**config.mk**
```make
export PLATFORM = sky130hd
export DESIGN_NAME = accum_hex_display
export DESIGN_NICKNAME = d
export VERILOG_FILES = /design/src/rtl/accum_hex_display.sv
export SDC_FILE = /design/constraint.sdc
export NUM_CORES = 1
export LEC_CHECK = 0
export ABC_AREA = 1
export ABC_CLOCK_PERIOD_IN_PS = 1650
export BUFFER_PORTS_ARGS = -buffer_cell sky130_fd_sc_hd__buf_2
export CORE_AREA = 2 2 103 125
export CTS_CLUSTER_DIAMETER = 40
export DETAILED_ROUTE_END_ITERATION = 10
export DIE_AREA = 0 0 105 127
export GPL_ROUTABILITY_DRIVEN = 0
export PLACE_DENSITY_LB_ADDON = 0.1
export SYNTH_ARGS = -nofsm -noshare
export SYNTH_HDL_FRONTEND = slang
export SYNTH_SLANG_ARGS = --single-unit
```
**constraint.sdc**
```tcl
create_clock -name Clock -period 1.65 [get_ports Clock]
set_input_delay 0.2475 -clock Clock [delete_from_list [all_inputs] [get_ports Clock]]
set_output_delay 0.2475 -clock Clock [all_outputs]
set_load 0.02 [all_outputs]
```
**src/rtl/accum_hex_display.sv**
```systemverilog
// -----------------------------------------------------------------------------
// accum_hex_display
//
// Display stage for the accumulator sum. The unsigned binary Value is converted
// to four BCD digits with an iterative shift-add-3 (double-dabble) engine. The
// digits are then shown on four active-low DE-series seven-segment displays,
// with leading-zero blanking. A conversion starts on its own whenever Value
// differs from the last value captured. The HEX registers keep the previous
// result until the new one is complete, so a partial result is never shown.
//
// Ports
//   Clock   in   1   system clock, rising edge
//   Resetn  in   1   asynchronous reset, active low
//   Value   in   W   unsigned binary value to display
//   HEX0    out  7   ones digit segments, active low, bit0=a .. bit6=g
//   HEX1    out  7   tens digit segments
//   HEX2    out  7   hundreds digit segments
//   HEX3    out  7   thousands digit segments
//   Busy    out  1   high while a conversion is in progress
//   Done    out  1   one-cycle pulse when new digits reach HEX0..HEX3
//
// Parameter W (1..13) keeps 2^W-1 within four decimal digits.
//
// state   | meaning
// --------+--------------------------------------------------------------
// S_IDLE  | waiting; Value is compared against last and captured if new
// S_SHIFT | one add-3/shift iteration per cycle, W iterations in total
// S_LATCH | BCD result is encoded into the HEX registers and Done is raised
// -----------------------------------------------------------------------------
module accum_hex_display #(
    parameter int W = 10
) (
    input  logic         Clock,
    input  logic         Resetn,
    input  logic [W-1:0] Value,
    output logic [6:0]   HEX0,
    output logic [6:0]   HEX1,
    output logic [6:0]   HEX2,
    output logic [6:0]   HEX3,
    output logic         Busy,
    output logic         Done
);

    localparam int CW = (W < 2) ? 1 : $clog2(W);
    localparam logic [CW-1:0] CNT_LAST = CW'(W - 1);

    localparam logic [6:0] SEG_BLANK = 7'b1111111;
    localparam logic [6:0] SEG_ZERO  = 7'b1000000;

    typedef enum logic [1:0] {
        S_IDLE  = 2'd0,
        S_SHIFT = 2'd1,
        S_LATCH = 2'd2
    } state_t;

    state_t          state;
    state_t          state_nxt;

    logic [W-1:0]    last;
    logic [W-1:0]    bin;
    logic [15:0]     bcd;
    logic [CW-1:0]   cnt;

    logic            start;
    logic [15:0]     bcd_adj;
    logic [W+15:0]   shifted;

    logic [3:0]      dig0;
    logic [3:0]      dig1;
    logic [3:0]      dig2;
    logic [3:0]      dig3;
    logic            blank1;
    logic            blank2;
    logic            blank3;

    function automatic logic [3:0] add3(input logic [3:0] d);
        return (d >= 4'd5) ? (d + 4'd3) : d;
    endfunction

    // Active-low segment pattern, g..a. Non-decimal codes cannot come out of
    // the converter; they map to blank.
    function automatic logic [6:0] seg7(input logic [3:0] d);
        logic [6:0] s;
        case (d)
            4'd0:    s = 7'b1000000;
            4'd1:    s = 7'b1111001;
            4'd2:    s = 7'b0100100;
            4'd3:    s = 7'b0110000;
            4'd4:    s = 7'b0011001;
            4'd5:    s = 7'b0010010;
            4'd6:    s = 7'b0000010;
            4'd7:    s = 7'b1111000;
            4'd8:    s = 7'b0000000;
            4'd9:    s = 7'b0010000;
            default: s = SEG_BLANK;
        endcase
        return s;
    endfunction

    assign start = (state == S_IDLE) && (Value != last);

    // -------------------------------------------------------------------------
    // FSM state register
    // -------------------------------------------------------------------------
    always_ff @(posedge Clock or negedge Resetn) begin
        if (!Resetn) begin
            state <= S_IDLE;
        end else begin
            state <= state_nxt;
        end
    end

    // -------------------------------------------------------------------------
    // FSM next state
    // -------------------------------------------------------------------------
    always_comb begin
        state_nxt = state;
        case (state)
            S_IDLE: begin
                if (start) begin
                    state_nxt = S_SHIFT;
                end
            end
            S_SHIFT: begin
                // cnt counts the shifts already done, so CNT_LAST marks the W-th
                if (cnt == CNT_LAST) begin
                    state_nxt = S_LATCH;
                end
            end
            S_LATCH: begin
                state_nxt = S_IDLE;
            end
            default: begin
                state_nxt = S_IDLE;
            end
        endcase
    end

    // -------------------------------------------------------------------------
    // Double-dabble iteration: correct each digit, then shift {bcd,bin} left
    // -------------------------------------------------------------------------
    always_comb begin
        bcd_adj = {add3(bcd[15:12]), add3(bcd[11:8]), add3(bcd[7:4]), add3(bcd[3:0])};
        shifted = {bcd_adj, bin} << 1;
    end

    always_ff @(posedge Clock or negedge Resetn) begin
        if (!Resetn) begin
            last <= '0;
            bin  <= '0;
            bcd  <= '0;
            cnt  <= '0;
        end else begin
            case (state)
                S_IDLE: begin
                    if (start) begin
                        last <= Value;
                        bin  <= Value;
                        bcd  <= '0;
                        cnt  <= '0;
                    end
                end
                S_SHIFT: begin
                    bcd <= shifted[W+15:W];
                    bin <= shifted[W-1:0];
                    cnt <= cnt + CW'(1);
                end
                default: begin
                end
            endcase
        end
    end

    // -------------------------------------------------------------------------
    // Display encoding with leading-zero blanking (HEX0 always lit)
    // -------------------------------------------------------------------------
    always_comb begin
        dig0   = bcd[3:0];
        dig1   = bcd[7:4];
        dig2   = bcd[11:8];
        dig3   = bcd[15:12];
        blank3 = (dig3 == 4'd0);
        blank2 = blank3 && (dig2 == 4'd0);
        blank1 = blank2 && (dig1 == 4'd0);
    end

    // -------------------------------------------------------------------------
    // Registered outputs
    // -------------------------------------------------------------------------
    always_ff @(posedge Clock or negedge Resetn) begin
        if (!Resetn) begin
            HEX0 <= SEG_ZERO;
            HEX1 <= SEG_BLANK;
            HEX2 <= SEG_BLANK;
            HEX3 <= SEG_BLANK;
            Busy <= 1'b0;
            Done <= 1'b0;
        end else begin
            // Busy follows the state being entered, so it rises on the sampling
            // edge and falls on the same edge that raises Done.
            Busy <= (state_nxt != S_IDLE);
            Done <= (state == S_LATCH);
            if (state == S_LATCH) begin
                HEX0 <= seg7(dig0);
                HEX1 <= blank1 ? SEG_BLANK : seg7(dig1);
                HEX2 <= blank2 ? SEG_BLANK : seg7(dig2);
                HEX3 <= blank3 ? SEG_BLANK : seg7(dig3);
            end
        end
    end

endmodule

```
# ---- Word-level counts from Yosys, hierarchy flattened
# Memories as Yosys holds them, arrays and structs flattened. A register that Yosys moved wholly into a read port is not among the register bits.
# Cells that the tools add are included.
dict set report op_classes {
  addsub 5
  n_mul 0
  div 0
  n_lt_le_gt_ge 4
  eq_ne 5
  shift 0
  muxes 16
  n_bitwise 0
  n_reduce_logical 12
}
# op n
set ops {}
lappend ops {{case mux 16 bit (2 select lines)} 1}
lappend ops {{2-to-1 mux 7 bit} 3}
lappend ops {{case mux 10 bit (2 select lines)} 1}
lappend ops {{>= comparator 4 x 3 -> 1 bit, second input constant} 4}
lappend ops {{2-to-1 mux 16 bit} 1}
lappend ops {{2-to-1 mux 4 bit} 4}
lappend ops {{adder 4 x 2 -> 4 bit, second input constant} 3}
lappend ops {{logical NOT 4 bit} 3}
lappend ops {{2-to-1 mux 10 bit} 1}
lappend ops {{!= test 10 bit} 1}
lappend ops {{case mux 4 bit (2 select lines)} 1}
lappend ops {{adder 4 x 1 -> 4 bit, second input constant} 1}
lappend ops {{equality test 4 bit, second input constant} 1}
lappend ops {{2-to-1 mux 2 bit} 2}
lappend ops {{case mux 2 bit (2 select lines)} 1}
lappend ops {{AND reduction 2 bit} 2}
lappend ops {{nonzero test 2 bit} 2}
lappend ops {{adder 3 x 2 -> 3 bit, second input constant} 1}
lappend ops {{logical AND 1 bit} 3}
lappend ops {{2-to-1 mux 3 bit} 1}
lappend ops {{equality test 2 x 1 -> 1 bit, second input constant} 1}
lappend ops {{equality test 2 bit, second input constant} 1}
lappend ops {{logical NOT 2 bit} 1}
lappend ops {{!= test 2 bit, second input constant} 1}
lappend ops {{logical NOT 1 bit} 1}
dict set report word_totals {
  register_bits 65
  latch_bits 0
  ramBits 0
  mem_bits_ro 448
  input_bits 12
  memories 4
}
# name depth width rd rd_ports_with_merged_regs wr line_no
set memory_table {}
lappend memory_table {{(name not given)} 16 7 1 1 0 84} ;# case (d)
lappend memory_table {{(name not given)} 16 7 1 0 0 84}
lappend memory_table {{(name not given)} 16 7 1 0 0 84}
lappend memory_table {{(name not given)} 16 7 1 0 0 84}

# ---- Logic depth before layout (Yosys ltp)
dict set report logic_depth {
  ltp_word 5
  ltp_mapped 10
  ltp_nobuf 10
}

# ---- Worst setup path after synthesis
# No wires, ideal clock.
dict set report synth_timing {
  path_kind {reg2reg}
  from {register bcd[8]}
  to {register bcd[11]}
  arrival_ns 1.345
  t_required_ns 1.529
  slack_ns 0.184
  stages_incl_launch_ff 9
  n_path_buf 0
  synth_period_minus_slack_ns 1.466
  cell_sequence {dfrtp_1 > inv_1 > ha_1 > inv_1 > a21oi_1 > o21ai_0 > inv_1 > o211ai_1 > nand2_1}
}
dict set report synth_between {
  elab_chain_cells 3
  word_cells_on_any_way 4
  cone_classes {add/sub (1); order compare (1); mux (2)}
}
# item line_no
set synth_rtl {}
lappend synth_rtl {{start: declaration} 61} ;# logic [15:0] bcd;
lappend synth_rtl {{start signal: assignment} 164} ;# bcd <= shifted[W+15:W];
lappend synth_rtl {{adder 4 x 2 -> 4 bit or >= comparator 4 x 3 -> 1 bit (tied branches)} 77} ;# return (d >= 4'd5) ? (d + 4'd3) : d;
lappend synth_rtl {{2-to-1 mux 4 bit *} 77}
lappend synth_rtl {{case mux 16 bit (2 select lines) *} 154} ;# case (state)
# Every way passes the cells marked *; elsewhere a longest branch is shown, timed or not.
# A chain may end at the register's enable or synchronous reset.

# ---- Worst setup path in the final report
dict set report layout_timing {
  from {register bcd[0]}
  to {register bcd[3]}
}
# The elaborated chain is that of the path after synthesis.

==> impl_table.tex <==
\begin{tabular}{lr}
\hline
Metric & Value \\
\hline
\multicolumn{2}{l}{\textbf{Final layout}} \\
Most frequent cells in the layout & sky130\_fd\_sc\_hd\_\_nand2\_1 (113), sky130\_fd\_sc\_hd\_\_dfrtp\_1 (49), sky130\_fd\_sc\_hd\_\_inv\_1 (47) \\
Design area & about 0.0048 mm\^{}2 \\
Layout cell share with drive strength beyond 1 & 0.224 \\
End-of-flow core utilization & 0.396 \\
ANT cells & 0 \\
Post-layout net count & roughly 570 \\
Filler-free cell count of the finished design & roughly 700 \\
Most frequent standard cell in the layout excluding fill and tap cells & sky130\_fd\_sc\_hd\_\_nand2\_1 \\
Area growth, synth to finish & 20.6\% \\
\multicolumn{2}{l}{\textbf{Die}} \\
Std-Cell Rows & 44 \\
Die Height & 127 um \\
Floorplan die width & roughly 110 um \\
Total Die Area & 0.0133 mm\^{}2 \\
I/O pin count & between 40 and 50 \\
Starting density of the core & 0.328 \\
Core area & $\sim$0.012 mm\^{}2 \\
\multicolumn{2}{l}{\textbf{Clock tree}} \\
H-Tree Level Count & 3 \\
Number of buffers created by CTS & 9 \\
Clock tree root driver cell & sky130\_fd\_sc\_hd\_\_clkbuf\_16 \\
Maximum clock path buffer count & 2 \\
CTS clk-pin slew, worst paths & roughly 0.060 ns \\
CTS tree & done \\
Latest clock arrival within the worst-skew pair & around 0.33 ns \\
Total number of clock tree sinks & between 70 and 80 \\
\multicolumn{2}{l}{\textbf{Logic synthesis}} \\
Post-synth net total & 517 \\
Fraction of the yosys area taken by sequential cells & 0.464 \\
Post-synth cell types & 35 \\
Synthesized area per cell & about 8 um\^{}2 \\
Register bit total from synthesis & a little over 70 \\
Post-synthesis instance total & about 480 \\
Synthesis Warnings & 0 \\
Post-synthesis cell area & between 0.003 and 0.004 mm\^{}2 \\
\multicolumn{2}{l}{\textbf{Timing}} \\
Upper clock frequency limit & 663 MHz \\
Final critical path time including I/O delays and setup & $\sim$1.5 ns \\
Max-slew violation count & 0 \\
Final cycle utilization of the critical path & 0.915 \\
Max transition margin & 0.735 \\
Transition time at the pin with the least slew margin & roughly 0.40 ns \\
Endpoints failing hold & 0 \\
Count of final setup violators & 0 \\
Clock skew & about 0.008 ns \\
\multicolumn{2}{l}{\textbf{Pwr}} \\
Power per Cell Area & roughly 2200 mW/mm\^{}2 \\
Power Internal & just under 0.006 W \\
Leak Pwr & $\sim$2.4 nW \\
Sw power & between 0.004 and 0.005 W \\
Part of the total power dissipated in the clock network & 0.185 \\
Sequential cell fraction of total power & 0.324 \\
Worst vdd rail ir drop & around 0.81 mV \\
Share of total power in combinational logic & 0.491 \\
Net switching fraction of the power & 0.433 \\
\multicolumn{2}{l}{\textbf{Run}} \\
Count of max-cap constraint violations & 0 \\
\multicolumn{2}{l}{\textbf{Global routing}} \\
Vias in the first global route & 3,285 \\
Global route total overflow & 0 \\
Maximum number of pins on one net before global-route repair & 73 \\
Wire length of the first global-routing pass & 15,600 um \\
Overall Global Routing Usage & 0.143 \\
Number of antenna violations at the first check in global routing & 0 \\
\multicolumn{2}{l}{\textbf{Critical path}} \\
Critical Path RT & between 1.5 and 2 ns \\
Setup CP Type & reg -> reg \\
Internal reg-to-reg setup slack & around 0.14 ns \\
Maximum fanout count along the critical path & 6 \\
Arrival @ worst endpoint & between 1.5 and 2 ns \\
Sort of element at the end of the critical path & flop \\
Critical path startpoint category & flop \\
\multicolumn{2}{l}{\textbf{Place}} \\
Placed Cells incl. Taps & a little under 700 \\
Detailed Place HPWL & approximately 6200 um \\
Number of input and output port buffers inserted & 41 \\
Placed cell areas & between 0.004 and 0.005 mm\^{}2 \\
\multicolumn{2}{l}{\textbf{Detailed routing}} \\
DRC & 0 \\
Post-route ant nets & 0 \\
Average wire length per cell after detail routing & roughly 13 um \\
Number of vias after detailed routing & $\sim$3,300 \\
DR vias/cell & between 4 and 5 \\
Detailed-route wire length & 9050 um \\
Drt initial violations & 117 \\
Count of TritonRoute iterations in the first routing pass & 4 \\
\multicolumn{2}{l}{\textbf{Worst hold path}} \\
Worst hold path type & in -> reg \\
\multicolumn{2}{l}{\textbf{Status}} \\
Outcome & finished clean \\
\hline
\end{tabular}
## layer usage
metal	part of all wire	track usage	vias to the layer above
met5	0	0	-
met4	0.015	0.0565	0
met3	0.026	0.0194	11
met2	0.48	0.237	44
met1	0.48	0.190	1530
li1	-	-	1684
## cell usage after synthesis, drive strengths merged
cell type / instances / area [um^2]
nand2: 118 / 460
inv: 55 / 209
dfrtp: 50 / 1250
nand3: 41 / 215
nor2: 41 / 156
o21ai: 41 / 205
a21oi: 39 / 199
dfstp: 22 / 578
ha: 22 / 275
buf: 14 / 104
o211ai: 9 / 67.6
a31oi: 5 / 31.3
clkbuf: 5 / 18.8
xnor2: 4 / 35.0
a41oi: 3 / 26.3
nor3: 3 / 26.3
o221ai: 2 / 17.5
o22a: 2 / 17.5
o22ai: 2 / 12.5
or2: 2 / 12.5
a211oi: 1 / 7.51
and3: 1 / 6.26
xor2: 1 / 8.76
## power groups by stage
stage	clock, W	sequential, W	combinational, W
floorplan	0	0.00362	0.00323
global placement	0	0.00331	0.00489
detailed placement	0	0.00334	0.00492
CTS	0.00196	0.00331	0.00495
global route	0.00203	0.00344	0.00577
finish	0.00189	0.00331	0.00502
## registers in the layout (all words and copies together) (netlist names)
register,cells
Busy,1
last,10
bcd,16
HEX1,7
state,2
cnt,4
HEX0,7
bin,10
HEX3,7
HEX2,7
Done,1
## metrics by stage
stage	setup WS [ns]	setup TNS (ns)	hold WS [ns]	total power, W
after detailed placement	0.0332	0	0.315	0.00826
after CTS	0.0114	0	0.207	0.0102
final	0.141	0	0.220	0.0102
after global routing	-0.00823	-0.00823	0.234	0.0112
after floorplan	0.184	0	-0.0481	0.00684
after global placement	0.0442	0	0.318	0.00820
## critical path: stages, from the launching register on
cell and delay (ns):
sky130_fd_sc_hd__dfrtp_2 0.43, sky130_fd_sc_hd__inv_1 0.11, sky130_fd_sc_hd__ha_1 0.26, sky130_fd_sc_hd__a31oi_2 0.29, sky130_fd_sc_hd__inv_1 0.09, sky130_fd_sc_hd__o221ai_1 0.15, sky130_fd_sc_hd__nand2_1 0.07
## repair_timing
| action | 4_1_cts | 5_1_grt |
|---|---|---|
| gates resized for setup | 0 | 14 |
| buffers inserted | 0 | 1 |
| endpoints found under the hold margin | 50 | 0 |
| hold buffers | 1 | 0 |
| setup endpoints to repair | 0 | 18 |
## cells by family after synthesis
logic type      Yosys count  share of synthesized area
simple gates            206                      0.223
compound gates          104                      0.148
buf+inv                  74                     0.0841
flops                    72                      0.464
fa+ha+maj                22                     0.0698
xor+xnor                  5                     0.0111
## area by class of cell
cell class | instances | area (um^2)
timing repair buffer | 60 | 400
inverter | 55 | 209
clock buffer | 12 | 236
clock inverter | 4 | 47.5
tap | 161 | 201
multi-input combinational | 337 | 1830
fill | 1304 | 7250
sequential | 72 | 1830
## final timing paths
check	endpoint	depth (start not counted)	from
setup / recovery	bcd[3]	6	bcd[0]
hold / removal	last[6]	3	Value[6]
setup reg to reg	bcd[3]	6	bcd[0]
hold reg to reg	HEX1[6]	2	HEX1[6]
max in group asynchronous	HEX3[5]	3	Resetn
min in group asynchronous	bcd[11]	3	Resetn
Note: power is estimated with default switching activity, not from simulation.
